## config.mk

```make
export PLATFORM = sky130hd
export DESIGN_NAME = axis_pkt_gen
export DESIGN_NICKNAME = d
export VERILOG_FILES = /design/src/rtl/axis_pkt_gen.sv
export SDC_FILE = /design/constraint.sdc
export NUM_CORES = 1
export LEC_CHECK = 0
export BUFFER_PORTS_ARGS = -buffer_cell sky130_fd_sc_hd__clkbuf_2
export CAP_MARGIN = 40
export CORE_ASPECT_RATIO = 0.6
export CORE_MARGIN = 2
export CORE_UTILIZATION = 35
export DETAILED_ROUTE_END_ITERATION = 6
export HOLD_SLACK_MARGIN = 0.12
export PLACE_DENSITY = 0.6
export SLEW_MARGIN = 10
export SYNTH_ARGS = -nofsm -noshare
export SYNTH_HDL_FRONTEND = slang
export SYNTH_SLANG_ARGS = --single-unit
```

## constraint.sdc

```tcl
create_clock -name clk -period 2.91 [get_ports clk]
set_input_delay 0.1455 -clock clk [delete_from_list [all_inputs] [get_ports clk]]
set_output_delay 0.1455 -clock clk [all_outputs]
set_load 0.02 [all_outputs]
```

## src/rtl/axis_pkt_gen.sv

```systemverilog
// AXI-Stream packet generator: emits cfg_num_pkts packets of cfg_len beats with cfg_gap idle cycles between them.
// Define AXIS_PKT_GEN_PRBS_EN to replace the incrementing data pattern with a Fibonacci LFSR.
module axis_pkt_gen #(
  parameter int DW   = 8,
  parameter int LW   = 16,
  parameter int NW   = 16,
  parameter int STEP = 2,
  parameter int SEED = 0
) (
  input  logic          clk,
  input  logic          rst,
  input  logic          start,
  input  logic [LW-1:0] cfg_len,
  input  logic [NW-1:0] cfg_num_pkts,
  input  logic [LW-1:0] cfg_gap,
  output logic          busy,
  output logic          done,
  output logic [DW-1:0] m_tdata,
  output logic          m_tvalid,
  output logic          m_tlast,
  input  logic          m_tready
);

  typedef enum logic [1:0] {
    ST_IDLE,
    ST_SEND,
    ST_GAP
  } state_t;

  state_t        state;
  state_t        state_next;
  logic [LW-1:0] len_m1;
  logic [NW-1:0] num_m1;
  logic [LW-1:0] gap_q;
  logic [LW-1:0] beat_cnt;
  logic [NW-1:0] pkt_cnt;
  logic [LW-1:0] gap_cnt;
  logic [DW-1:0] data_q;
  logic [DW-1:0] data_next;
  logic          handshake;
  logic          last_beat;
  logic          final_pkt;

`ifdef AXIS_PKT_GEN_PRBS_EN
  // Maximal-length Fibonacci tap masks; bit k-1 set means tap x^k is used.
  function automatic logic [31:0] tap_mask(input int w);
    case (w)
      2:       return 32'h0000_0003;
      3:       return 32'h0000_0006;
      4:       return 32'h0000_000C;
      5:       return 32'h0000_0014;
      6:       return 32'h0000_0030;
      7:       return 32'h0000_0060;
      8:       return 32'h0000_00B8;
      9:       return 32'h0000_0110;
      10:      return 32'h0000_0240;
      11:      return 32'h0000_0500;
      12:      return 32'h0000_0829;
      13:      return 32'h0000_100D;
      14:      return 32'h0000_2015;
      15:      return 32'h0000_6000;
      16:      return 32'h0000_D008;
      17:      return 32'h0001_2000;
      18:      return 32'h0002_0400;
      19:      return 32'h0004_0023;
      20:      return 32'h0009_0000;
      21:      return 32'h0014_0000;
      22:      return 32'h0030_0000;
      23:      return 32'h0042_0000;
      24:      return 32'h00E1_0000;
      25:      return 32'h0120_0000;
      26:      return 32'h0200_0023;
      27:      return 32'h0400_0013;
      28:      return 32'h0900_0000;
      29:      return 32'h1400_0000;
      30:      return 32'h2000_0029;
      31:      return 32'h4800_0000;
      32:      return 32'h8020_0003;
      default: return 32'h0000_0003;
    endcase
  endfunction

  localparam logic [31:0]   TAP_ALL = tap_mask(DW);
  localparam logic [DW-1:0] TAPS    = TAP_ALL[DW-1:0];
  localparam logic [DW-1:0] SEED_V  = (DW'(SEED) == '0) ? DW'(1) : DW'(SEED);

  assign data_next = {data_q[DW-2:0], ^(data_q & TAPS)};
`else
  localparam logic [DW-1:0] SEED_V = DW'(SEED);
  localparam logic [DW-1:0] STEP_V = DW'(STEP);

  assign data_next = data_q + STEP_V;
`endif

  assign handshake = (state == ST_SEND) && m_tready;
  assign last_beat = (beat_cnt == len_m1);
  assign final_pkt = (pkt_cnt == num_m1);

  always_ff @(posedge clk) begin
    if (rst) state <= ST_IDLE;
    else     state <= state_next;
  end

  always_comb begin
    state_next = state;
    case (state)
      ST_IDLE: if (start && (cfg_num_pkts != '0)) state_next = ST_SEND;
      ST_SEND: begin
        if (handshake && last_beat) begin
          if (final_pkt)         state_next = ST_IDLE;
          else if (gap_q != '0)  state_next = ST_GAP;
        end
      end
      ST_GAP:  if (gap_cnt == LW'(1)) state_next = ST_SEND;
      default: state_next = ST_IDLE;
    endcase
  end

  // Config is snapshotted on the start edge so a run ignores later cfg_* changes.
  always_ff @(posedge clk) begin
    if (rst) begin
      len_m1   <= '0;
      num_m1   <= '0;
      gap_q    <= '0;
      beat_cnt <= '0;
      pkt_cnt  <= '0;
      gap_cnt  <= '0;
      data_q   <= '0;
      done     <= 1'b0;
    end else begin
      done <= 1'b0;
      case (state)
        ST_IDLE: begin
          if (start) begin
            if (cfg_num_pkts != '0) begin
              len_m1   <= (cfg_len == '0) ? '0 : cfg_len - LW'(1);
              num_m1   <= cfg_num_pkts - NW'(1);
              gap_q    <= cfg_gap;
              beat_cnt <= '0;
              pkt_cnt  <= '0;
              data_q   <= SEED_V;
            end else begin
              done <= 1'b1;
            end
          end
        end
        ST_SEND: begin
          if (handshake) begin
            data_q <= data_next;
            if (last_beat) begin
              beat_cnt <= '0;
              pkt_cnt  <= pkt_cnt + NW'(1);
              gap_cnt  <= gap_q;
              if (final_pkt) done <= 1'b1;
            end else begin
              beat_cnt <= beat_cnt + LW'(1);
            end
          end
        end
        ST_GAP:  gap_cnt <= gap_cnt - LW'(1);
        default: ;
      endcase
    end
  end

  // Outputs derive only from registers, so m_tready never reaches them combinationally.
  always_comb begin
    m_tvalid = (state == ST_SEND);
    m_tlast  = (state == ST_SEND) && last_beat;
    m_tdata  = data_q;
    busy     = (state != ST_IDLE);
  end

endmodule

```

### Yosys cells after proc, flatten, opt, wreduce, memory -nomap -nowiden

Index checks and enable logic that the tools add are counted.

* word-level logic and storage cells: 72
* bits in registers: 107
* output and inout bits: 12
* input bits: 52

* reductions and logical operators: 16
* add/subtract/negate cells: 6
* equal/unequal tests: 13
* mux-type cells: 28

Operators with widths (number)
* 16-bit two-way mux: 9
* 16-bit case mux with 2 select lines: 3
* 16-bit by 1-bit subtractor with 16-bit output (second input constant): 3
* 16-bit by 1-bit adder with 16-bit output (second input constant): 2
* 16-bit == test: 2
* 16-bit nonzero test: 2
* 8-bit two-way mux: 3
* 16-bit by 1-bit == test with 1-bit output (second input constant): 1
* 16-bit zero test: 1
* 8-bit case mux with 2 select lines: 1
* 2-bit two-way mux: 5
* 8-bit by 2-bit adder with 8-bit output (second input constant): 1
* 2-bit inequality test (second input constant): 4
* 4-bit AND reduction: 2
* 2-bit by 1-bit inequality test with 1-bit output (second input constant): 3
* 2-bit case mux with 3 select lines: 1
* 3-bit AND reduction: 2
* 2-bit nonzero test: 3
* 1-bit two-way mux: 5
* 5-bit AND reduction: 1
* 1-bit logical AND: 4
* 3-bit by 1-bit inequality test with 1-bit output (second input constant): 1
* 2-bit by 1-bit == test with 1-bit output (second input constant): 1
* 2-bit == test (second input constant): 1
* other kinds (2): 2

### Logic depth before layout (Yosys ltp)

* depth in word-level cells: 5
* depth in mapped cells: 10

### Worst setup path after synthesis

OpenSTA, ideal clock, no wires.

* path type: register to register
* start point: reg gap_cnt[7]
* end point: reg state[0]
* slack: 0.957 ns
* setup time: 0.095 ns
* arrival time: 1.857 ns
* cell stages (with the launch flop): 7
* required time: 2.815 ns
* period minus slack after synthesis: 1.953 ns
* cell sequence: dfxtp_1 > or4_4 > or3b_4 > nor2_2 > a21oi_1 > or3_1 > o311ai_1

* word-level cells in the longest chain between the ends: 3

RTL lines
* start: declaration: line 37 `logic [LW-1:0] gap_cnt;`
* start signal: assignment: line 153 `gap_cnt <= gap_q;`
* start signal: assignment: line 160 `ST_GAP: gap_cnt <= gap_cnt - LW'(1);`
* 16-bit by 1-bit == test with 1-bit output: line 114 `ST_GAP: if (gap_cnt == LW'(1)) state_next = ST_SEND;`
* 2-bit inequality test (no line)
* 4-bit AND reduction (no line)
* end signal: assignment: line 101 `else state <= state_next;`
* end: declaration: line 30 `state_t state;`

No other way between the ends.
A chain may end at the register's enable or synchronous reset.

### Final worst setup path

* start point: in cfg_num_pkts[0]
* end point: reg pkt_cnt[8]

* word-level cells in the longest chain between the ends: 3

RTL lines
* start: declaration: line 14 `input logic [NW-1:0] cfg_num_pkts,`
* 16-bit nonzero test: line 135 `if (cfg_num_pkts != '0) begin`
* 2-bit inequality test (no line)
* 5-bit AND reduction (no line)
* end signal: assignment: line 152 `pkt_cnt <= pkt_cnt + NW'(1);`
* end: declaration: line 36 `logic [NW-1:0] pkt_cnt;`

No other way between the ends.

==> impl_metrics.yaml <==
finish:
  n_antenna_cell: 0
  fillers: 1506
  utilization_pct: 42.5
  finalNonFillerCells: 929
  final_area_um2: 6530
  syn2layout_area_growth_pct: 18.6
  nNetsFinal: 783
  layout-drive-gt1-share_pct: 16.7
die:
  start_util_pct: 35.8
  dieArea_um2: 16800
  rows: 35
  fp.dieH_um: 101
  core_um2: 15400
  pin_count: 64
  fp.dieW_um: 166
sta:
  hold_slack_ns: 0.134
  post-route-period-util_pct: 83.4
  finalClockSkew_ns: 0.00745
  relSlewSlack_pct: 45.0
  finalMaxSlewViolations: 0
  finalHoldViolations: 0
  setup_viol: 0
  tightest_slew_ns: 0.825
  rsz0062_at_grt: "false"
  final.setup.tns_ns: 0
  max_freq_mhz: 412
  fin_crit_ns: 2.43
  setup_slack_ns: 0.482
synthesis:
  seq_area_frac_synth_pct: 38.5
  synthCells: 650
  async_reset_ff_share_pct: 0
  avgSynthCellArea_um2: 8.48
  synth_cell_types: 61
  synth_edf_count: 0
  ys_top_cells_by_area: "dfxtp_1 39%, xor2_1 8.9%, nor2_1 5.9%, xnor2_1 4.8%, nand2_1 4.7%"
  syn-cell-area_um2: 5510
  ys_warn_count: 0
  synth_nets: 711
  synth_top_area_share_pct: 38.5
  synth_area_leader_cell: "dfxtp_1"
  ys_seq_elements: 106
  synth-main-ff-cell: "dfxtp_1"
route:
  drtPass1Iterations: 5
  wl_per_cell_um: 15.4
  ant_nets: 0
  route.met3.wl_um: 695
  drt-met1-wl_um: 7450
  wl_met2_um: 5860
  vias: 4930
  viasPerCell: 5.31
  drc: 0
  routed.top_layer: "met4"
  drtIter0Drc: 384
  drt-total-wl_um: 14300
global_routing:
  grt_start_max_net_pins: 38
  antenna_found_initial: 0
  grt-ovfl-total: 0
  grt_pass1_vias: 4680
  grt_usage_pct: 17.1
  grt_pass1_wl_um: 23300
cts:
  cts-resized-gates: 0
  clock_sinks: 106
  clock-root-buffer: "clkbuf_16"
  cts_tree: "yes"
  htree_levels: 3
  worstSkewPairLatency_ns: 0.35
  clkTransAtPathRegs_ns: 0.07
  cts_setup_buffers: 0
  cts_buffer_depth: 2
  cts_buffers: 9
min_path:
  hold_class: "input port to flop"
setup_path:
  crit_fanout: 11
  crit_family: "simple AND/OR/NAND/NOR gates"
  crit_arrival_ns: 2.72
  worst_path_max_delay_cell: "dlygate4sd3_1"
  cp_num_buf_inv: 3
  max_stage_delay_ns: 0.52
  critPathRequiredTime_ns: 3.20
  startpoint_type: "input port"
  cp-end-kind: "flop"
  setup.worst_path.class: "input port to flop"
  crit_chain: "dlygate4sd3_1 -> clkbuf_2 -> inv_1 -> ha_1 -> nor3b_1 -> nand4_2 -> a21o_1 -> nand4_1 -> or4_1 -> nand2_1"
power_and_ir_drop:
  ir_drop_v: 0.000342
  total_power_mw: 4.55
  powerDensity_nw_per_um2: 696
  cellLeakagePower_nw: 2.50
job:
  drv_cap: 0
placed_design:
  dpl.cell_count: 895
  pre_cts_ws_ns: 0.612
  placed_cell_area_um2: 6010
  place_congestion: 0.830
  dp_hpwl_um: 10900
  io_buffers: 62
outcome:
  status: "finished, final reports clean"
==> worst paths after layout <==
| path | from | end | slack [ns] | depth (start not counted) |
|---|---|---|---|---|
| worst max-delay path | cfg_num_pkts[0] | pkt_cnt[8] | 0.48 | 10 |
| worst min-delay path | cfg_num_pkts[15] | num_m1[15] | 0.13 | 3 |
| worst max register to register | len_m1[8] | gap_cnt[0] | 0.53 | 6 |
| worst min register to register | gap_cnt[13] | gap_cnt[13] | 0.48 | 2 |
==> sequential cells by signal, indices dropped and copies added, names as in the netlist <==
name      cells
m_tdata       7
num_m1       16
gap_cnt      16
state         2
done          1
pkt_cnt      16
gap_q        16
beat_cnt     16
len_m1       16
==> worst register-to-register path, stage by stage, from the launching register on <==
cell	delay (ns)
dfxtp_1	0.34
xor2_1	0.17
nor4_1	0.54
nand4_2	0.25
nand2b_1	0.52
o21ai_0	0.34
a211oi_1	0.10
==> where the power goes <==
group	switching, mW	leakage [nW]	internal [mW]
Combinational	0.825	1.48	0.520
Sequential	0.192	0.864	1.65
Clock	0.531	0.163	0.837
Total	1.55	2.50	3.00
==> cell usage after synthesis (10+ instances only) <==
master    instances
xor2_1           56
xnor2_1          30
dfxtp_1         106
inv_1            13
nor3_1           22
a21oi_1          36
clkbuf_1         19
a211oi_1         20
nor4_1           14
nand4_1          20
a22oi_2          10
nand2_1          69
nor2_1           86
nand3_1          28
==> routing by layer <==
layer | vias up | GRT usage (%)
li1 | 2445 | -
met1 | 2349 | 25.1
met2 | 113 | 25.5
met3 | 23 | 3.48
met4 | 0 | 5.08
met5 | - | 0
==> what timing repair did <==
item,CTS,global route
hold buffers,19,0
endpoints found under the setup margin,0,0
hold endpoints to repair,19,0
==> final cells by class <==
cell class	instances	area, um^2	area share, %
clock buffers	10	229	3.51
clock inverters	5	104	1.59
inverters	13	48.8	0.747
multi-input cells	500	3190	48.9
flip-flops and latches	106	2120	32.5
well taps	203	254	3.89
repair buffers	92	583	8.93
==> cells by family (layout without fill, tap and decap cells) <==
logic type | after synthesis | in the layout | synth area share, %
flops | 106 | 106 | 38.5
buf+inv | 44 | 120 | 3.63
simple gates | 293 | 293 | 27.5
mux | 2 | 2 | 0.386
other cells | 1 | 1 | 0.0681
fa+ha+maj | 9 | 9 | 2.04
xor+xnor | 86 | 86 | 13.7
compound gates | 109 | 109 | 14.1
==> cells in the final DEF (no fill, tap or decap), drive strengths merged, types with 6 or more instances in the layout <==
master         n
dfxtp        106
nor2          88
clkbuf        72
nand2         69
xor2          56
a21oi         38
xnor2         30
nand3         28
nor3          24
nand4         22
a211oi        20
dlygate4sd3   19
nor4          18
a22oi         14
inv           13
buf           11
ha             9
or3            7
and3           6
a31oi          6
(Power assumes the default switching activity.)
